[src/rtl/masked_rect_pkg.sv]
// Shared definitions for the 3-share masked RECTANGLE G-class S-box layer:
// share count, the unmasked golden table and the layer FSM states.
package masked_rect_pkg;

  localparam int NSHARE = 3;

  // Unmasked G-class S-box. Coordinate functions:
  //   y0 = x3
  //   y1 = x0 ^ x3 ^ x1.x2
  //   y2 = x1 ^ x2.x3
  //   y3 = x2 ^ x3 ^ 1
  localparam logic [3:0] RECT_G_TABLE [16] = '{
    4'h8, 4'hA, 4'hC, 4'hE, 4'h0, 4'h2, 4'h6, 4'h4,
    4'h3, 4'h1, 4'h7, 4'h5, 4'hF, 4'hD, 4'h9, 4'hB
  };

  typedef enum logic [1:0] {
    IDLE = 2'd0,
    RUN  = 2'd1,
    DONE = 2'd2
  } state_e;

endpackage

[src/rtl/masked_rectangle_g_sbox_3sh.sv]
// One 3-share masked G-class S-box. The 27 cross-share coordinate-function
// terms are registered (glitch barrier) and compressed by XOR_3 per output
// share and bit. Bit 0 is linear and simply registered per share.
module masked_rectangle_g_sbox_3sh
  import masked_rect_pkg::*;
(
  input  logic                   clk,
  input  logic                   rst_n,
  input  logic                   en_i,
  input  logic [NSHARE-1:0][3:0] sh_i,
  output logic [NSHARE-1:0][3:0] sh_o
);

  // cf_*[b][p][q]: output bit b+1, output share p, term built from shares p and q.
  logic [2:0][NSHARE-1:0][NSHARE-1:0] cf_d, cf_q;
  logic [NSHARE-1:0]                  b0_d, b0_q;

  // Coordinate-function terms: each cross product a_p.b_q lands in output
  // share p; linear parts and the constant sit on the diagonal terms only.
  always_comb begin
    // NOTE: every combinational output gets a default first so no path can infer a latch.
    cf_d = '0;
    b0_d = '0;
    for (int p = 0; p < NSHARE; p++) begin
      b0_d[p] = sh_i[p][3];
      for (int q = 0; q < NSHARE; q++) begin
        cf_d[0][p][q] = sh_i[p][2] & sh_i[q][1];
        cf_d[1][p][q] = sh_i[p][3] & sh_i[q][2];
        if (p == q) begin
          cf_d[0][p][q] = cf_d[0][p][q] ^ sh_i[p][0] ^ sh_i[p][3];
          cf_d[1][p][q] = cf_d[1][p][q] ^ sh_i[p][1];
          cf_d[2][p][q] = sh_i[p][2] ^ sh_i[p][3] ^ (p == 0);
        end
      end
    end
  end

  // CF register stage: the only path from the lane inputs to the compression.
  always_ff @(posedge clk or negedge rst_n) begin
    if (!rst_n) begin
      cf_q <= '0;
      b0_q <= '0;
    end else if (en_i) begin
      // NOTE: sequential state always uses non-blocking assignment so every register samples pre-edge values.
      cf_q <= cf_d;
      b0_q <= b0_d;
    end
  end

  // XOR_3 compression of the three registered terms per output share and bit.
  always_comb begin
    sh_o = '0;
    for (int p = 0; p < NSHARE; p++) begin
      sh_o[p] = {^cf_q[2][p], ^cf_q[1][p], ^cf_q[0][p], b0_q[p]};
    end
  end

endmodule

[src/rtl/masked_rectangle_g_layer_3sh.sv]
// 3-share masked G-class S-box layer. The full state is loaded into three
// share registers, then LANES S-boxes walk over it chunk by chunk: chunk k
// is issued while chunk k-1 is written back in place. Result is presented
// with a valid/ready handshake and held until consumed.
module masked_rectangle_g_layer_3sh
  import masked_rect_pkg::*;
#(
  parameter int NSBOX = 16,
  parameter int LANES = 4
) (
  input  logic               clk,
  input  logic               rst_n,
  input  logic               in_valid,
  output logic               in_ready,
  input  logic [4*NSBOX-1:0] in_sh0,
  input  logic [4*NSBOX-1:0] in_sh1,
  input  logic [4*NSBOX-1:0] in_sh2,
  output logic               out_valid,
  input  logic               out_ready,
  output logic [4*NSBOX-1:0] out_sh0,
  output logic [4*NSBOX-1:0] out_sh1,
  output logic [4*NSBOX-1:0] out_sh2,
  output logic               busy
);

  localparam int W      = 4 * NSBOX;
  localparam int NCHUNK = (LANES > 0) ? NSBOX / LANES : 1;
  localparam int CW     = $clog2(NCHUNK + 1);
  localparam logic [CW-1:0] LAST_K = CW'(NCHUNK);

  if (LANES < 1 || LANES > NSBOX || (NSBOX % LANES) != 0) begin : g_bad_cfg
    $error("masked_rectangle_g_layer_3sh: LANES must divide NSBOX and lie in 1..NSBOX");
  end

  state_e                              st_q;
  logic [CW-1:0]                       k_q;
  logic                                in_ready_q, out_valid_q, busy_q;
  logic [NSHARE-1:0][W-1:0]            sh_q, sh_d;
  logic [LANES-1:0][NSHARE-1:0][3:0]   lane_in, lane_out;
  logic                                accept, issue_en, wb_en;
  int                                  issue_idx, wb_idx;

  // Handshake and chunk pointers: issue pointer is k, write-back pointer k-1.
  always_comb begin
    accept    = in_valid & in_ready_q;
    issue_en  = (st_q == RUN) && (k_q < LAST_K);
    wb_en     = (st_q == RUN) && (k_q != '0);
    issue_idx = issue_en ? int'(k_q) : 0;
    wb_idx    = wb_en ? int'(k_q) - 1 : 0;
  end

  // Select the issued chunk of every share into the lanes; shares stay separate.
  always_comb begin
    lane_in = '0;
    for (int l = 0; l < LANES; l++) begin
      for (int s = 0; s < NSHARE; s++) begin
        lane_in[l][s] = sh_q[s][(issue_idx * LANES + l) * 4 +: 4];
      end
    end
  end

  for (genvar l = 0; l < LANES; l++) begin : g_lane
    masked_rectangle_g_sbox_3sh u_sbox (
      .clk   (clk),
      .rst_n (rst_n),
      .en_i  (issue_en),
      .sh_i  (lane_in[l]),
      .sh_o  (lane_out[l])
    );
  end

  // Share register next state: load on accept, in-place write-back during RUN.
  always_comb begin
    sh_d = sh_q;
    if (accept) begin
      sh_d[0] = in_sh0;
      sh_d[1] = in_sh1;
      sh_d[2] = in_sh2;
    end else if (wb_en) begin
      for (int l = 0; l < LANES; l++) begin
        for (int s = 0; s < NSHARE; s++) begin
          sh_d[s][(wb_idx * LANES + l) * 4 +: 4] = lane_out[l][s];
        end
      end
    end
  end

  // Share registers; cleared on reset so a discarded state never reappears.
  always_ff @(posedge clk or negedge rst_n) begin
    if (!rst_n) begin
      // NOTE: the state registers are reset explicitly because a reset must not leave old shares visible at the outputs.
      sh_q <= '0;
    end else begin
      sh_q <= sh_d;
    end
  end

  // Layer FSM with registered handshake and status outputs.
  always_ff @(posedge clk or negedge rst_n) begin
    if (!rst_n) begin
      st_q        <= IDLE;
      k_q         <= '0;
      in_ready_q  <= 1'b1;
      out_valid_q <= 1'b0;
      busy_q      <= 1'b0;
    end else begin
      case (st_q)
        IDLE: begin
          if (accept) begin
            st_q       <= RUN;
            k_q        <= '0;
            in_ready_q <= 1'b0;
            busy_q     <= 1'b1;
          end
        end
        RUN: begin
          if (k_q == LAST_K) begin
            st_q        <= DONE;
            k_q         <= '0;
            out_valid_q <= 1'b1;
          end else begin
            k_q <= k_q + CW'(1);
          end
        end
        DONE: begin
          if (out_ready) begin
            st_q        <= IDLE;
            out_valid_q <= 1'b0;
            busy_q      <= 1'b0;
            in_ready_q  <= 1'b1;
          end
        end
        default: begin
          st_q        <= IDLE;
          k_q         <= '0;
          in_ready_q  <= 1'b1;
          out_valid_q <= 1'b0;
          busy_q      <= 1'b0;
        end
      endcase
    end
  end

  assign in_ready  = in_ready_q;
  assign out_valid = out_valid_q;
  assign busy      = busy_q;
  assign out_sh0   = sh_q[0];
  assign out_sh1   = sh_q[1];
  assign out_sh2   = sh_q[2];

endmodule
[config.mk]
export PLATFORM = sky130hd
export DESIGN_NAME = masked_rectangle_g_layer_3sh
export DESIGN_NICKNAME = d
export VERILOG_FILES = /design/src/rtl/masked_rect_pkg.sv /design/src/rtl/masked_rectangle_g_sbox_3sh.sv /design/src/rtl/masked_rectangle_g_layer_3sh.sv
export SDC_FILE = /design/constraint.sdc
export NUM_CORES = 1
export LEC_CHECK = 0
export CORE_MARGIN = 5
export CORE_UTILIZATION = 54
export CTS_CLUSTER_DIAMETER = 30
export DETAILED_ROUTE_END_ITERATION = 16
export HOLD_SLACK_MARGIN = 0.08
export PLACE_DENSITY = 0.9
export RECOVER_POWER = 50
export SLEW_MARGIN = 20
export SYNTH_ARGS = -nofsm -noshare
export SYNTH_HDL_FRONTEND = slang
export SYNTH_SLANG_ARGS = --single-unit
[constraint.sdc]
create_clock -name clk -period 11.31 [get_ports clk]
set_input_delay 1.131 -clock clk [delete_from_list [all_inputs] [get_ports clk]]
set_output_delay 1.131 -clock clk [all_outputs]
set_load 0.02 [all_outputs]
==> results of run 1 <==
==> power by group through the flow <==
stage                     combinational (mW)  clock, mW  sequential [mW]
after floorplan                         1.99          0             2.33
after global routing                    4.06       1.92             2.18
after CTS                               3.81       1.86             2.11
after global placement                  3.66          0             2.09
final                                   3.79       1.86             2.11
after detailed placement                3.75          0             2.11
==> critical path: cells and delay by family, from the launching register on <==
kind	cells	cell delay [ns]
adder cells (fa/ha/maj)	2	0.86
AO/OA/AOI/OAI	1	0.19
flip-flops	1	2.61
buffers and inverters	2	0.84
AND/OR/NAND/NOR	6	2.00
==> per-stage QoR <==
stage	setup slack, ns	hold slack [ns]	util (%)	std cells	power [mW]
3_5_place_dp	6.55	0.486	67.8	2326	5.86
6_report	4.68	0.498	75.0	2433	7.76
5_1_grt	4.33	0.526	75.0	2433	8.16
2_1_floorplan	7.58	0.459	-	1653	4.32
3_3_place_gp	6.77	0.479	67.8	2326	5.74
4_1_cts	6.50	0.496	75.1	2432	7.78
==> routing by layer <==
layer	wire length [um]	vias up	share of wire (%)	track usage, %
li1	-	6545	-	-
met1	21100	7223	39	39.9
met2	26500	806	49	52.6
met3	4630	170	8.5	7.44
met4	2340	0	4.3	13.3
met5	0	-	0	0
==> logic make-up after synthesis <==
logic type,Yosys count,share of synthesized area (%)
xor gates and xnor gates,86,4.72
DFF,296,46.0
AOI/OAI and AO/OA,402,17.6
and+or+nand+nor,495,12.8
buffers and inverters,156,4.96
adders and majority gates,19,1.47
muxes,199,12.4
==> layout make-up <==
class | count | area (um2)
clock inverter | 27 | 474
antenna | 1 | 2.50
inverter | 33 | 124
sequential | 296 | 7410
fill | 2005 | 7380
clock buffer | 79 | 1660
multi-input combinational | 1201 | 7980
timing repair buffer | 406 | 4040
tap | 390 | 488
==> registers in the layout (all words and copies together), names as in the netlist <==
name                flops
g_lane.u_sbox.cf_q     84
out_sh0                64
out_sh2                64
g_lane.u_sbox.b0_q     12
k_q                     3
st_q                    2
out_sh1                64
out_valid               1
in_ready                1
busy                    1
==> final timing paths <==
kind | startpoint | to | slack [ns] | cells past startpoint
min in group asynchronous | rst_n | out_sh0[41]$_DFFE_PN0P_ | 0.64 | 1
worst min register to register | g_lane[1].u_sbox.cf_q[15]$_DFFE_PN0P_ | g_lane[1].u_sbox.cf_q[15]$_DFFE_PN0P_ | 0.50 | 2
worst min-delay path | g_lane[1].u_sbox.cf_q[15]$_DFFE_PN0P_ | g_lane[1].u_sbox.cf_q[15]$_DFFE_PN0P_ | 0.50 | 2
max in group asynchronous | rst_n | out_sh2[27]$_DFFE_PN0P_ | 9.19 | 2
worst max register to register | k_q[1]$_DFFE_PN0P_ | out_sh2[34]$_DFFE_PN0P_ | 4.68 | 11
worst max-delay path | k_q[1]$_DFFE_PN0P_ | out_sh2[34]$_DFFE_PN0P_ | 4.68 | 11
==> cell usage in the layout (no fill, tap or decap), types with 48 or more instances in the layout <==
master / synthesis / routed
o31ai_1: 48 / 48
dfrtp_1: 295 / 295
o21ai_1: 60 / 60
dlygate4sd3_1: 0 / 90
o21ai_0: 135 / 135
clkbuf_16: 0 / 59
a32o_1: 49 / 49
mux2i_1: 187 / 187
clkdlybuf4s50_1: 0 / 299
nor2_1: 110 / 109
nand2_1: 322 / 321
==> summary.md, run 1 <==
| Metric | Value |
|---|---|
| HPWL Detailed | `36.7 mm` |
| Combinational power share | `48.8%` |
| DR WL/cell | `22.4 um` |
| Post-Syn Area | `16100 um2` |
| Final Cycle Share | `58.6%` |
| Worst path required time | `11.76 ns` |
| RSZ-0062 raised after global routing | `false` |
| Synth Net Count | `1868` |
| Antenna violations before repair | `1` |
| CP arrival | `7.08 ns` |
| Async SR Flop Fraction | `100%` |
| Setup CP Type | `flip-flop to flip-flop` |
| Drt initial violations | `1254` |
| Synthesized flop and latch total | `296` |
| Final setup fails | `0` |
| Top post-synthesis cells by area | `dfrtp_1 46%, mux2i_1 12%, nand2_1 7.5%` |
| Grt ovf | `0` |
| Number of CTS-inserted buffers | `59` |
| Post-synth EDFFs | `0` |
| IO buf count | `390` |
| Top_reg_cell synth | `dfrtp_1` |
| CTS tree | `done` |
| Critical path fanouts, max | `55` |
| PwrDens | `350 nW/um2` |
| NetSw | `3.37 mW` |
| GR Util All Layers | `31.6%` |
| Die Ht | `183 um` |
| Final Max Slew Viols | `111` |
| Post-route ant nets | `0` |
| VDD IR max | `0.225 mV` |
| Area delta synth->final | `37.6%` |
| Share of cells above drive strength 1 | `8.03%` |
| Die area | `33400 um2` |
| DRT Pass-1 Iters | `7` |
| First-pass GRT wire length | `84.6 mm` |
| Cell-internal power | `4.39 mW` |
| Area leader, netlist | `dfrtp_1` |
| Netlist cell types | `58` |
| Register share of total power | `27.2%` |
| Largest net degree at the start of global routing | `174` |
| Starting Density | `54.5%` |
| Register area share after synthesis | `46.0%` |
| Hold buffer count at CTS | `0` |
| Core Rows | `63` |
| Clk_lat worst skew | `0.58 ns` |
| Count leader, synth | `nand2_1` |
| Hold Violations, Final | `0` |
| Most used cell, CP | `ha_1` |
| Design area | `22200 um2` |
| Core area | `29600 um2` |
| Crit-path max cell delay | `2.61 ns` |
| Via-to-Cell Ratio | `6.06` |
| Minimum clock period | `6.63 ns` |
| Post-synth top cells | `322 x nand2_1, 295 x dfrtp_1, 187 x mux2i_1` |
| Clock sinks | `296` |
| Share of the synthesized area in the top cell type | `45.8%` |
| Final GP Congestion | `0.885` |
| P_leak | `9.58 nW` |
| DR vias | `14.7k` |
| Routed WL | `54.6 mm` |
| CP Capture Type | `flip-flop` |
| DRC | `0` |
| Syn Area/Cell | `9.75 um2` |
| Slew HR | `-122%` |
| Clock power frac | `24.0%` |
| Post-CTS Setup Repair Bufs | `0` |
| Clk pin slew, worst setup/hold paths | `0.05 ns` |
| Worst hold path class | `flip-flop to flip-flop` |
| Area of placed instances | `20000 um2` |
| TNS Setup | `0 ns` |
| Htree depth | `2` |
| Worst path cell trace | `inv_1 -> ha_1 -> nor4_2 -> nand2_1 -> clkinv_1 -> ha_1 -> nor3_1 -> nand4_1 -> or2_1 -> or3_1 -> a31oi_1` |
| Vias in the first global route | `15.3k` |
| Post-CTS Resized | `0` |
| Final-stage net count | `2212` |
| Worst slew pin tran | `3.34 ns` |
| Status | `finished with violations` |
| Failing checks | `max-capacitance violations, max-slew violations` |
| IO Pins | `391` |
| CP Launch Type | `flip-flop` |
| CTS Buffer Depth | `3` |
| Clk_skew | `0.0166 ns` |
| Sw Ratio | `43.5%` |
| Die Wd | `183 um` |
| Root cell of the clock tree | `clkbuf_16` |
| Mapped Cells | `1653` |
| Crit path max-delay cell type | `dfrtp_1` |
| Max Freq | `151 MHz` |
| Ys Warns | `0` |
| Max-cap violations | `2` |
Power figures use the tool's default switching activity.
==> run 2: changes to the inputs <==
--- a/config.mk
+++ b/config.mk
@@ -6,11 +6,11 @@
 export NUM_CORES = 1
 export LEC_CHECK = 0
 export CORE_MARGIN = 5
-export CORE_UTILIZATION = 54
+export CORE_UTILIZATION = 51
 export CTS_CLUSTER_DIAMETER = 30
 export DETAILED_ROUTE_END_ITERATION = 16
 export HOLD_SLACK_MARGIN = 0.08
-export PLACE_DENSITY = 0.9
+export PLACE_DENSITY = 0.86
 export RECOVER_POWER = 50
 export SLEW_MARGIN = 20
 export SYNTH_ARGS = -nofsm -noshare
==> constraint.sdc (replaced) <==
create_clock -name clk -period 6.3 [get_ports clk]
set_input_delay 0.63 -clock clk [delete_from_list [all_inputs] [get_ports clk]]
set_output_delay 0.63 -clock clk [all_outputs]
set_load 0.02 [all_outputs]
==> run 2 against run 1 <==
Against the previous run: the run still ends with max-capacitance violations, max-slew violations left; maximum frequency increased by 36%; final cell count up 1.5%; non-clock buffer count rose by 2; sequential share of layout area shrank 0.52 points; total power increased by 85%; first-iteration DRC count down 0.72%; via count up 0.50%; critical endpoint is now out_sh1[34]$_DFFE_PN0P_.
==> summary.md, run 2 (synthesis gave the netlist of run 1 again) <==
| Metric | Value |
|---|---|
| DRT Pass-1 Iters | `7 (unchanged)` |
| Top delay family on crit path | `simple AND/OR/NAND/NOR gates (was flip-flops)` |
| P_leak | `9.72 nW (was 9.58 nW)` |
| Largest Register | `g_lane.u_sbox.cf_q (unchanged)` |
| IO Pins | `391 (unchanged)` |
| Worst slew pin tran | `4.14 ns (was 3.34 ns)` |
| DRC | `0 (unchanged)` |
| Slew HR | `-176% (was -122%)` |
| Core area | `31400 um2 (was 29600 um2)` |
| Hold buffer count at CTS | `0 (unchanged)` |
| Max-cap violations | `4 (was 2)` |
| Drt initial violations | `1245 (was 1254)` |
| Via-to-Cell Ratio | `6.00 (was 6.06)` |
| CP Capture Type | `flip-flop (unchanged)` |
| Clk_lat worst skew | `0.58 ns (about the same)` |
| Post-CTS Resized | `0 (unchanged)` |
| Clk_skew | `0.0365 ns (was 0.0166 ns)` |
| Final Max Slew Viols | `436 (was 111)` |
| Status | `finished with violations (unchanged)` |
| FF+latch area | `7410 um2 (about the same)` |
| Worst path required time | `6.74 ns (was 11.76 ns)` |
| Worst path cell trace | `inv_1 -> ha_1 -> nor4_2 -> nand2_1 -> clkinv_1 -> ha_1 -> nor3_1 -> nand4_1 -> or2_1 -> or3_1 -> a31oi_1 (unchanged)` |
| DR vias | `14.8k (was 14.7k)` |
| Buffers & Inverters on Critical Path | `2 (unchanged)` |
| CP Launch Type | `flip-flop (unchanged)` |
| CTS Buffer Depth | `3 (unchanged)` |
| CP arrival | `5.31 ns (was 7.08 ns)` |
| Leading cell type in the layout, fill and taps excluded | `nand2_1 (unchanged)` |
| PwrDens | `636 nW/um2 (was 350 nW/um2)` |
| Routing usage on met1 | `37.7% (was 39.9%)` |
| Post-CTS Setup Repair Bufs | `0 (unchanged)` |
| Htree depth | `3 (was 2)` |
| Die Wd | `188 um (was 183 um)` |
| Final setup fails | `0 (unchanged)` |
| First-pass GRT wire length | `87.3 mm (was 84.6 mm)` |
| Final Cycle Share | `77.2% (was 58.6%)` |
| TNS Setup | `0 ns (unchanged)` |
| Most used cell, CP | `ha_1 (unchanged)` |
| Max reg flops | `84 (unchanged)` |
| Crit-path max cell delay | `0.83 ns (was 2.61 ns)` |
| Setup CP Type | `flip-flop to flip-flop (unchanged)` |
| Met2 Use GR | `50.8% (was 52.6%)` |
| Max Freq | `206 MHz (was 151 MHz)` |
| Starting Density | `51.4% (was 54.5%)` |
| IO buf count | `390 (unchanged)` |
| Vias in the first global route | `15.7k (was 15.3k)` |
| FF-to-FF Start | `k_q[1]$_DFFE_PN0P_ (unchanged)` |
| Final GP Congestion | `0.906 (was 0.885)` |
| Core Rows | `65 (was 63)` |
| Failing checks | `max-capacitance violations, max-slew violations (unchanged)` |
| Setup ws final | `1.43 ns (was 4.68 ns)` |
| Antenna violations before repair | `1 (unchanged)` |
| Root cell of the clock tree | `clkbuf_16 (unchanged)` |
| DR WL/cell | `22.6 um (was 22.4 um)` |
| Hold Violations, Final | `0 (unchanged)` |
| RSZ-0062 raised after global routing | `false (unchanged)` |
| Area delta synth->final | `39.9% (was 37.6%)` |
| Worst setup path startpoint | `k_q[1]$_DFFE_PN0P_ (unchanged)` |
| Grt ovf | `0 (unchanged)` |
| M3 GR Usage | `8.75% (was 7.44%)` |
| Worst hold path class | `primary input to asynchronous set/reset pin (was flip-flop to flip-flop)` |
| Die area | `35300 um2 (was 33400 um2)` |
| Largest net degree at the start of global routing | `186 (was 174)` |
| Most frequent cells in the layout | `321 x nand2_1, 298 x clkdlybuf4s50_1, 294 x dfrtp_1 (was 321 x nand2_1, 299 x clkdlybuf4s50_1, 295 x dfrtp_1)` |
| Critical path fanouts, max | `55 (unchanged)` |
| Multi-input gate area | `7990 um2 (was 7980 um2)` |
| Die Ht | `188 um (was 183 um)` |
| Clock sinks | `296 (unchanged)` |
| Place WS | `1.53 ns (was 6.55 ns)` |
| Routed WL | `55.8 mm (was 54.6 mm)` |
| Post-route ant nets | `0 (unchanged)` |
| Crit path max-delay cell type | `dfrtp_4 (was dfrtp_1)` |
| VDD IR max | `0.362 mV (was 0.225 mV)` |
| Number of CTS-inserted buffers | `70 (was 59)` |
| GR Util All Layers | `30.8% (was 31.6%)` |
| Clk pin slew, worst setup/hold paths | `0.04 ns (was 0.05 ns)` |
| Area of placed instances | `20100 um2 (was 20000 um2)` |
| Minimum clock period | `4.87 ns (was 6.63 ns)` |
| Final-stage net count | `2225 (was 2212)` |
| Worst-case hold slack | `0.0988 ns (was 0.498 ns)` |
| GR peak layer | `met2 (unchanged)` |
| Share of cells above drive strength 1 | `9.20% (was 8.03%)` |
| CTS tree | `done (unchanged)` |
| HPWL Detailed | `37.5 mm (was 36.7 mm)` |
| Design area | `22500 um2 (was 22200 um2)` |
| Fillers | `2197 (was 2005)` |
run 2: changes by cell type in the layout (fill, tap and decap cells not counted), moves of 3 or more:
cell        previous run  this run
clkinv_4               5         9
clkbuf_16             59        70
clkinv_16              0         3
clkinvlp_4             3         7
clkbuf_8              11         4
inv_6                  0         6
clkinv_2               5         9
run 2: area by class of cell:
class / count / share of cell area (%)
diodes: 1 / 0.0111
well taps: 402 / 2.23
flip-flops and latches: 296 / 32.9
repair buffers: 408 / 17.9
clock inverters: 47 / 2.88
inverters: 33 / 0.549
multi-input cells: 1201 / 35.4
clock buffers: 81 / 8.13
run 2: metal layers:
metal / wire, um / part of all wire, %
met5: 0 / 0
met4: 2300 / 4.1
met3: 5120 / 9.2
met2: 27200 / 49
met1: 21200 / 38
run 2: final timing paths:
path                                                        end  slack [ns]  cells past startpoint
max                                     out_sh1[34]$_DFFE_PN0P_        1.43                     11
min                                     out_sh2[58]$_DFFE_PN0P_         0.1                      1
max reg2reg                             out_sh1[34]$_DFFE_PN0P_        1.43                     11
min reg2reg                g_lane[1].u_sbox.cf_q[1]$_DFFE_PN0P_        0.50                      2
max in group asynchronous                out_sh0[7]$_DFFE_PN0P_        1.71                      2
min in group clk           g_lane[1].u_sbox.cf_q[1]$_DFFE_PN0P_        0.50                      2
run 2: power breakdown:
group / internal [mW] / switching [mW] / total (mW)
registers: 2.79 / 1.02 / 3.82
clock network: 2.50 / 1.25 / 3.75
logic: 2.77 / 4.01 / 6.78
run 2: worst register-to-register path: cells and delay by family, from the launching register on:
family	cells	cell delay [ns]
buffers and inverters	2	0.95
AO/OA/AOI/OAI	1	0.16
flip-flops	1	0.83
AND/OR/NAND/NOR	6	1.77
adder cells (fa/ha/maj)	2	1.07
run 2: metrics by stage:
step           cells  power [mW]  utilization, %
6_report        2469        14.3            71.8
5_1_grt         2469        15.1            71.8
4_1_cts         2468        14.4            71.9
3_5_place_dp    2340        10.5            64.0
3_3_place_gp    2340        10.3            64.0
2_1_floorplan   1653        7.76               -
